`src/rtl/layer1_pkg.sv`:
```
// rtl/layer1_pkg.sv - shared constants and FSM encoding for the layer-1 pooling PE
// Purpose: default sample/feature-map sizes, pooled-map width and the row-phase
//          state encoding used by layer1_pool_pe.
// Ports:   none (package).
package layer1_pkg;

  localparam int DATA_W_DEF = 16;
  localparam int FMAP_W_DEF = 24;
  localparam int POOL_W     = FMAP_W_DEF / 2;

  // EVEN_ROW collects horizontal pairs into the line buffer, ODD_ROW merges them
  // with the second row of each window, DONE parks the block until reset.
  typedef enum logic [1:0] {
    EVEN_ROW = 2'd0,
    ODD_ROW  = 2'd1,
    DONE     = 2'd2
  } pool_state_e;

endpackage

```
`src/rtl/signed_max2.sv`:
```
// rtl/signed_max2.sv - combinational signed maximum of two samples
// Purpose: max-pool combine primitive.
// Ports:   a_i, b_i - signed operands; max_o - the larger of the two.
module signed_max2
  import layer1_pkg::*;
#(
  parameter int DATA_W = DATA_W_DEF
) (
  input  logic signed [DATA_W-1:0] a_i,
  input  logic signed [DATA_W-1:0] b_i,
  output logic signed [DATA_W-1:0] max_o
);

  assign max_o = (a_i >= b_i) ? a_i : b_i;

endmodule

```
`src/rtl/layer1_pool_pe.sv`:
```
// rtl/layer1_pool_pe.sv - streaming 2x2 stride-2 pooling of a raster-order feature map
// Purpose: consumes FMAP_W x FMAP_W signed samples and emits (FMAP_W/2)^2 pooled
//          samples in raster order. Signed max by default; define LAYER1_POOL_AVG_EN
//          to switch to a 4-sample average (sum arithmetically shifted right by 2).
// Ports:   clk, reset (async, active-high)
//          conv_out    - input sample strobe, datain - signed input sample
//          pool_out    - single-cycle output strobe, dataout - pooled sample (held)
//          pool_finish - sticky, set with the last pooled sample of the frame
module layer1_pool_pe
  import layer1_pkg::*;
#(
  parameter int DATA_W = DATA_W_DEF,
  parameter int FMAP_W = FMAP_W_DEF
) (
  input  logic                     clk,
  input  logic                     reset,
  input  logic                     conv_out,
  input  logic signed [DATA_W-1:0] datain,
  output logic                     pool_out,
  output logic signed [DATA_W-1:0] dataout,
  output logic                     pool_finish
);

  localparam int LB_DEPTH = FMAP_W / 2;
  localparam int CNT_W    = (FMAP_W > 2) ? $clog2(FMAP_W) : 1;
  localparam int IDX_W    = (LB_DEPTH > 1) ? $clog2(LB_DEPTH) : 1;
`ifdef LAYER1_POOL_AVG_EN
  // Two guard bits hold a sum of four samples without overflow.
  localparam int ACC_W = DATA_W + 2;
`else
  localparam int ACC_W = DATA_W;
`endif

  pool_state_e              state_q;
  logic [CNT_W-1:0]         col_q;
  logic [CNT_W-1:0]         row_q;
  logic signed [ACC_W-1:0]  pair_q;
  logic                     pool_out_q;
  logic signed [DATA_W-1:0] dataout_q;
  logic                     finish_q;

  // One partial result per window column, written on even rows, read on odd rows.
  logic signed [ACC_W-1:0]  line_buf [LB_DEPTH];

  logic                     accept;
  logic                     last_col;
  logic                     last_row;
  logic [IDX_W-1:0]         lb_idx;
  logic signed [ACC_W-1:0]  lb_rd;
  logic signed [ACC_W-1:0]  din_acc;
  logic signed [ACC_W-1:0]  pair_comb;
  logic signed [ACC_W-1:0]  lb_comb;
  logic signed [DATA_W-1:0] out_val;

  assign accept   = conv_out && (state_q != DONE);
  assign last_col = (col_q == CNT_W'(FMAP_W - 1));
  assign last_row = (row_q == CNT_W'(FMAP_W - 1));
  assign lb_idx   = IDX_W'(col_q >> 1);
  assign lb_rd    = line_buf[lb_idx];

`ifdef LAYER1_POOL_AVG_EN
  assign din_acc   = {{2{datain[DATA_W-1]}}, datain};
  assign pair_comb = pair_q + din_acc;
  assign lb_comb   = lb_rd + din_acc;
  // Dropping the two LSBs of the 4-sample sum is an arithmetic shift right by 2;
  // the result always fits DATA_W because it is the floor of a mean.
  assign out_val   = pair_comb[DATA_W+1:2];
`else
  assign din_acc = datain;

  signed_max2 #(.DATA_W(DATA_W)) u_max_pair (
    .a_i  (pair_q),
    .b_i  (datain),
    .max_o(pair_comb)
  );

  signed_max2 #(.DATA_W(DATA_W)) u_max_line (
    .a_i  (lb_rd),
    .b_i  (datain),
    .max_o(lb_comb)
  );

  assign out_val = pair_comb;
`endif

  always_ff @(posedge clk or posedge reset) begin
    if (reset) begin
      state_q    <= EVEN_ROW;
      col_q      <= '0;
      row_q      <= '0;
      pair_q     <= '0;
      pool_out_q <= 1'b0;
      dataout_q  <= '0;
      finish_q   <= 1'b0;
    end else begin
      pool_out_q <= 1'b0;
      if (accept) begin
        if (last_col) begin
          col_q <= '0;
          row_q <= last_row ? '0 : row_q + 1'b1;
        end else begin
          col_q <= col_q + 1'b1;
        end

        case (state_q)
          EVEN_ROW: begin
            if (!col_q[0]) begin
              pair_q <= din_acc;
            end
            if (last_col) begin
              state_q <= ODD_ROW;
            end
          end
          ODD_ROW: begin
            if (!col_q[0]) begin
              pair_q <= lb_comb;
            end else begin
              pool_out_q <= 1'b1;
              dataout_q  <= out_val;
            end
            if (last_col) begin
              if (last_row) begin
                state_q  <= DONE;
                finish_q <= 1'b1;
              end else begin
                state_q <= EVEN_ROW;
              end
            end
          end
          default: begin
          end
        endcase
      end
    end
  end

  // Contents need no reset: every entry is rewritten on an even row before the
  // odd row that reads it.
  always_ff @(posedge clk) begin
    if (accept && (state_q == EVEN_ROW) && col_q[0]) begin
      line_buf[lb_idx] <= pair_comb;
    end
  end

  assign pool_out    = pool_out_q;
  assign dataout     = dataout_q;
  assign pool_finish = finish_q;

endmodule
```
`config.mk`:
```
export PLATFORM = sky130hd
export DESIGN_NAME = layer1_pool_pe
export DESIGN_NICKNAME = d
export VERILOG_FILES = /design/src/rtl/layer1_pkg.sv /design/src/rtl/signed_max2.sv /design/src/rtl/layer1_pool_pe.sv
export SDC_FILE = /design/constraint.sdc
export NUM_CORES = 1
export LEC_CHECK = 0
export CORE_MARGIN = 2
export CORE_UTILIZATION = 55
export DETAILED_ROUTE_END_ITERATION = 10
export GPL_ROUTABILITY_DRIVEN = 0
export PLACE_DENSITY = 0.85
export SLEW_MARGIN = 20
export SYNTH_ARGS = -nofsm -noshare
export SYNTH_HDL_FRONTEND = slang
export SYNTH_HIERARCHICAL = 1
export SYNTH_SLANG_ARGS = --single-unit
```
`constraint.sdc`:
```
create_clock -name clk -period 3.4 [get_ports clk]
set_input_delay 0.34 -clock clk [delete_from_list [all_inputs] [get_ports clk]]
set_output_delay 0.34 -clock clk [all_outputs]
set_load 0.02 [all_outputs]
```
# --- Word level (Yosys, flattened, before mapping) ---
# Memories as Yosys holds them, arrays and structs flattened.
# Cells that the tools add are included.
classes:
  n_addsub: 2
  order_cmp: 2
  n_eq_ne: 8
  mux: 16
  reduce_logical: 10
ops:
  columns: ["operator", "count"]
  rows:
  - ["$mux 16", 4]
  - ["$ge 16x16->1", 2]
  - ["$pmux 16 s2", 1]
  - ["$reduce_and 4->1", 3]
  - ["$add 5x1->5 const B", 2]
  - ["$eq 5x5->1 const B", 2]
  - ["$mux 5", 2]
  - ["$ne 2x2->1 const B", 5]
  - ["$mux 2", 3]
  - ["$mux 1", 5]
  - ["$pmux 2 s2", 1]
  - ["$logic_and 1x1->1", 3]
  - ["$reduce_and 3->1", 1]
  - ["$eq 2x1->1 const B", 1]
  - ["$logic_not 2->1", 1]
  - ["$reduce_and 2->1", 1]
  - ["$reduce_bool 2->1", 1]
totals:
  ff_bits: 46
  mem_bits_rw: 192
  input_bits: 19
  out_inout_bits: 18
  word_cells: 46
  mem_count: 1
memory_table:
  columns: ["name", "depth", "width", "rd", "rd_clocked_by_memory_dff", "write_ports", "line_no", "text"]
  rows:
  - ["line_buf", 12, 16, 1, 0, 1, "layer1_pool_pe.sv:43", "logic signed [ACC_W-1:0] line_buf [LB_DEPTH];"]

# --- Logic depth before layout (Yosys ltp) ---
# Gate-level depths: netlist of run 1.
depth:
  depth_word: 6
  mapped_depth: 16
  mapped_depth_nobuf: 13

# --- Cells and area by module ---
# The synthesis of run 1 kept the hierarchy.
by_module_without_submodules:
  columns: ["module", "n_inst", "cells_per_inst", "area_per_inst_um2", "seq_area_each_um2"]
  rows:
  - ["layer1_pool_pe", 1, 547, 9648.0, 6916.6]
  - ["signed_max2", 2, 75, 664.4, 0.0]

# --- Worst setup path before layout of run 1 ---
# No wires, ideal clock.
synth_path:
  path_type: "reg2reg"
  from: "register col_q[1]"
  to: "register pair_q[10]"
  setup_ns: 0.137
  arrival_time_ns: 3.158
  t_required_ns: 3.263
  slack_ns: 0.105
  stages_incl_launch_ff: 15
  synth_period_minus_slack_ns: 3.295
  path_cell_list: "dfrtp_1 > buf_6 > buf_6 > mux4_1 > nand2_1 > o31ai_1 > ha_1 > a41oi_1 > o21ai_0 > a221oi_2 > mux2_4 > buf_12 > mux2_4 > mux2i_1 > a21oi_1"
synth_between:
  elab_chain_len: 5
synth_rtl:
  columns: ["element", "line_no", "text"]
  rows:
  - ["start, declared", "layer1_pool_pe.sv:35", "logic [CNT_W-1:0] col_q;"]
  - ["start signal, assigned", "layer1_pool_pe.sv:102", "col_q <= col_q + 1'b1;"]
  - ["$mem_v2 12x16", null, null]
  - ["via lb_rd[6]", "layer1_pool_pe.sv:49", "logic signed [ACC_W-1:0] lb_rd;"]
  - ["$ge 16x16->1", "signed_max2.sv:14", "assign max_o = (a_i >= b_i) ? a_i : b_i;"]
  - ["$mux 16", "signed_max2.sv:14", null]
  - ["via lb_comb[10]", "layer1_pool_pe.sv:52", "logic signed [ACC_W-1:0] lb_comb;"]
  - ["$mux 16", "layer1_pool_pe.sv:115", "if (!col_q[0]) begin"]
  - ["$pmux 16 s2", "layer1_pool_pe.sv:105", "case (state_q)"]
  - ["end signal, assigned", "layer1_pool_pe.sv:108", "pair_q <= din_acc;"]
  - ["end signal, assigned", "layer1_pool_pe.sv:116", "pair_q <= lb_comb;"]
  - ["end, declared", "layer1_pool_pe.sv:37", "logic signed [ACC_W-1:0] pair_q;"]
# The timed path passes the listed nets, and every way through them passes these cells. The select of a mux whose other input is x is not followed.
# A chain may end at the register's enable or synchronous reset.

# --- Final worst setup path of run 1 ---
layout_path:
  from: "register col_q[2]"
  to: "register pair_q[1]"
# Same word-level chain as after synthesis.

==> flow_metrics.tcl, run 1 <==
set metrics [dict create \
    antenna_found_initial 0 \
    dieArea_um2 21100 \
    cts.path.max_buffers 3 \
    crit_family "multiplexers" \
    setup_violations 16 \
    drv_slew 0 \
    cp.required_ns 3.78 \
    hold-worst-slack_ns 0.3525 \
    syn_avg_cell_area_um2 15.75 \
    viasPerCell 6.345 \
    numCtsBuffers 23 \
    yosys-top-cells-count "edfxtp_1, mux2_2, mux2i_1, dfrtp_1, inv_1" \
    drt_iter0_drc 896 \
    ys_seq_area_frac 0.6301 \
    cts-root-buf "clkbuf_16" \
    total_power_mw 13.40 \
    synth_most_common_cell "edfxtp_1" \
    drt_first_pass_iters 5 \
    rsz0062_at_grt "true" \
    yosysWarnings 6 \
    slowest_delay_ns 0.50 \
    routedWlPerCell_um 26.52 \
    cts.sinks 238 \
    pin_count 37 \
    ir_worst_vdd_mv 0.4714 \
    drc_errors 0 \
    diodes 0 \
    die_height_um 145.3 \
    num_rows 51 \
    startpoint_type "register" \
    finalWorstSetupSlack_ns -0.5168 \
    final_cells 1084 \
    worst-path-buf-inv 4 \
    synth_edf_count 192 \
    skew_ns 0.01227 \
    grt_pass1_vias 7050 \
    powerDensity_nw_per_um2 999.3 \
    placed_cells 1013 \
    synth.area.top_cells "edfxtp_1, dfrtp_1, mux2_2" \
    failed_checks "setup timing" \
    port_buffers 36 \
    htree_num_levels 1 \
    path_common_cell "buf_4" \
    area_growth_syn_to_layout_pct 22.17 \
    crit_path_end_kind "register" \
    cp_slowest_cell "dfrtp_4" \
    cts_tree "built" \
    clock.fmax_mhz 255.3 \
    drv_cap 0 \
    synth.distinct_cells 47 \
    relSlewSlack 0.3886 \
    crit_type "register to register" \
    initial_core_util 0.5622 \
    core-area_um2 19530 \
    routed_wl_um 28750 \
    vias 6878 \
    die_x_um 145.3 \
    dpl.hpwl_um 15030 \
    syn_area_um2 10980 \
    synth_top_area_cell "edfxtp_1" \
    syn-num-nets 750 \
    cp_cell_sequence "buf_6 -> buf_12 -> mux2i_4 -> a22o_1 -> o31ai_2 -> buf_4 -> ha_1 -> nand4_1 -> nor3_2 -> a221oi_2 -> buf_4 -> mux2_4 -> mux2_2 -> mux2i_1 -> a21oi_1" \
    postSynthCellCount 697 \
    grt_max_degree 40 \
    ff2ff_setup_slack_ns -0.52 \
    fin_crit_sh 1.152 \
    nets 856 \
    hold_viol 0 \
    crit_arrival_ns 4.30 \
    hold_class "primary input to async pin" \
    outcome "finished, violations left" \
    cp_max_fo 13 \
    leakage_nw 5.103 \
    yosys_most_used_dff "edfxtp_1" \
    overflow 0 \
    worst_pin_slew_ns 0.9158 \
    synth-seq-cells 238 \
    layout_min_cycle_time_ns 3.917 \
    drive_gt1_frac 0.3468 \
    async_flop_share 0.1933 \
    clock_latency_ns 0.51 \
    grt_pass1_wl_um 42500 \
    postRouteAntennaNets 0 \
    clk_pin_slew_ns 0.07 \
    finalSetupTns_ns -7.332 \
    grt.total_usage 0.2611 \
    yosysTopAreaCellShare 0.5252 \
]
==> routing by layer <==
metal  vias to the layer above  share of wire  track usage
met2                       432           0.49       0.4389
met4                         0          0.038      0.09069
met1                      3475           0.39       0.3538
li1                       2886              -            -
met5                         -              0            0
met3                        85          0.082      0.03365
==> final cells by class <==
cell class	count	area (um2)
Multi-Input combinational cell	386	4091
Sequential cell	238	6922
Timing Repair Buffer	116	1267
Tap cell	265	331.6
Inverter	38	142.6
Clock buffer	27	590.6
Clock inverter	14	65.06
Fill cell	1196	6116
==> worst paths after layout <==
kind                             start     endpoint  cells past startpoint
max in group asynchronous        reset    pair_q[8]                      3
setup / recovery              col_q[2]    pair_q[1]                     15
hold reg to reg            pool_finish  pool_finish                      1
hold / removal                   reset     col_q[3]                      2
setup reg to reg              col_q[2]    pair_q[1]                     15
min in group clk           pool_finish  pool_finish                      1
==> placed cells by master (no fill, tap or decap), types with 8 or more instances in the layout <==
cell type	n
mux2i_1	46
nand2_1	20
dfrtp_1	44
inv_1	37
ha_1	27
o22ai_2	11
mux4_2	14
mux2_4	39
nor2_1	31
buf_12	13
a22o_1	16
clkbuf_16	23
mux2_2	50
nand4_1	8
buf_4	57
o31ai_4	9
clkdlybuf4s50_1	36
a21oi_1	27
edfxtp_1	192
==> cell families (layout without fill, tap and decap cells) <==
| group | Yosys count | in the layout | synth area share |
|---|---|---|---|
| simple gates | 100 | 100 | 0.04913 |
| flops | 238 | 238 | 0.6301 |
| buf+inv | 74 | 195 | 0.03967 |
| compound gates | 95 | 95 | 0.05916 |
| fa+ha+maj | 34 | 34 | 0.03876 |
| mux | 153 | 154 | 0.1808 |
| xor+xnor | 3 | 3 | 0.002394 |
==> power breakdown <==
| part | internal (mW) | switching (mW) |
|---|---|---|
| Clock | 1.24 | 1.10 |
| Sequential | 3.98 | 0.240 |
| Combinational | 3.30 | 3.54 |
==> sequential cells by signal (all words and copies together) (netlist names) <==
| register | cells |
|---|---|
| line_buf | 192 |
| state_q | 2 |
| pair_q | 16 |
| col_q | 5 |
| row_q | 5 |
| pool_out | 1 |
| dataout | 16 |
| pool_finish | 1 |
==> metrics by stage <==
stage,area [um2],setup slack (ns),util
after floorplan,10980,0.1052,-
after global placement,11870,-0.1027,0.6081
after detailed placement,11870,-0.2318,0.6081
after CTS,13250,-0.1871,0.6785
after global routing,13410,-0.5282,0.6868
final,13410,-0.5168,0.6868
==> worst register-to-register path, stage by stage, from the launching register on <==
cell      delay (ns)
dfrtp_4         0.50
buf_6           0.15
buf_12          0.15
mux2i_4         0.21
a22o_1          0.26
o31ai_2         0.31
buf_4           0.19
ha_1            0.26
nand4_1         0.16
nor3_2          0.07
a221oi_2        0.34
buf_4           0.19
mux2_4          0.39
mux2_2          0.32
mux2i_1         0.19
a21oi_1         0.10
==> what timing repair did <==
item / 4_1_cts / 5_1_grt
hold buffers: 0 / 0
setup endpoints to repair: 16 / 16
gates cloned: 8 / 0
pin swaps: 18 / 31
setup buffers: 16 / 10
resized for setup: 72 / 24
No activity file was read; power rests on OpenSTA's default activity.
==> run 2: changes to the inputs <==
Settings changed: CAP_MARGIN from default to 10.
==> results of run 2 <==
Same layout as run 1: the final DEF is identical, and so are final timing and power.
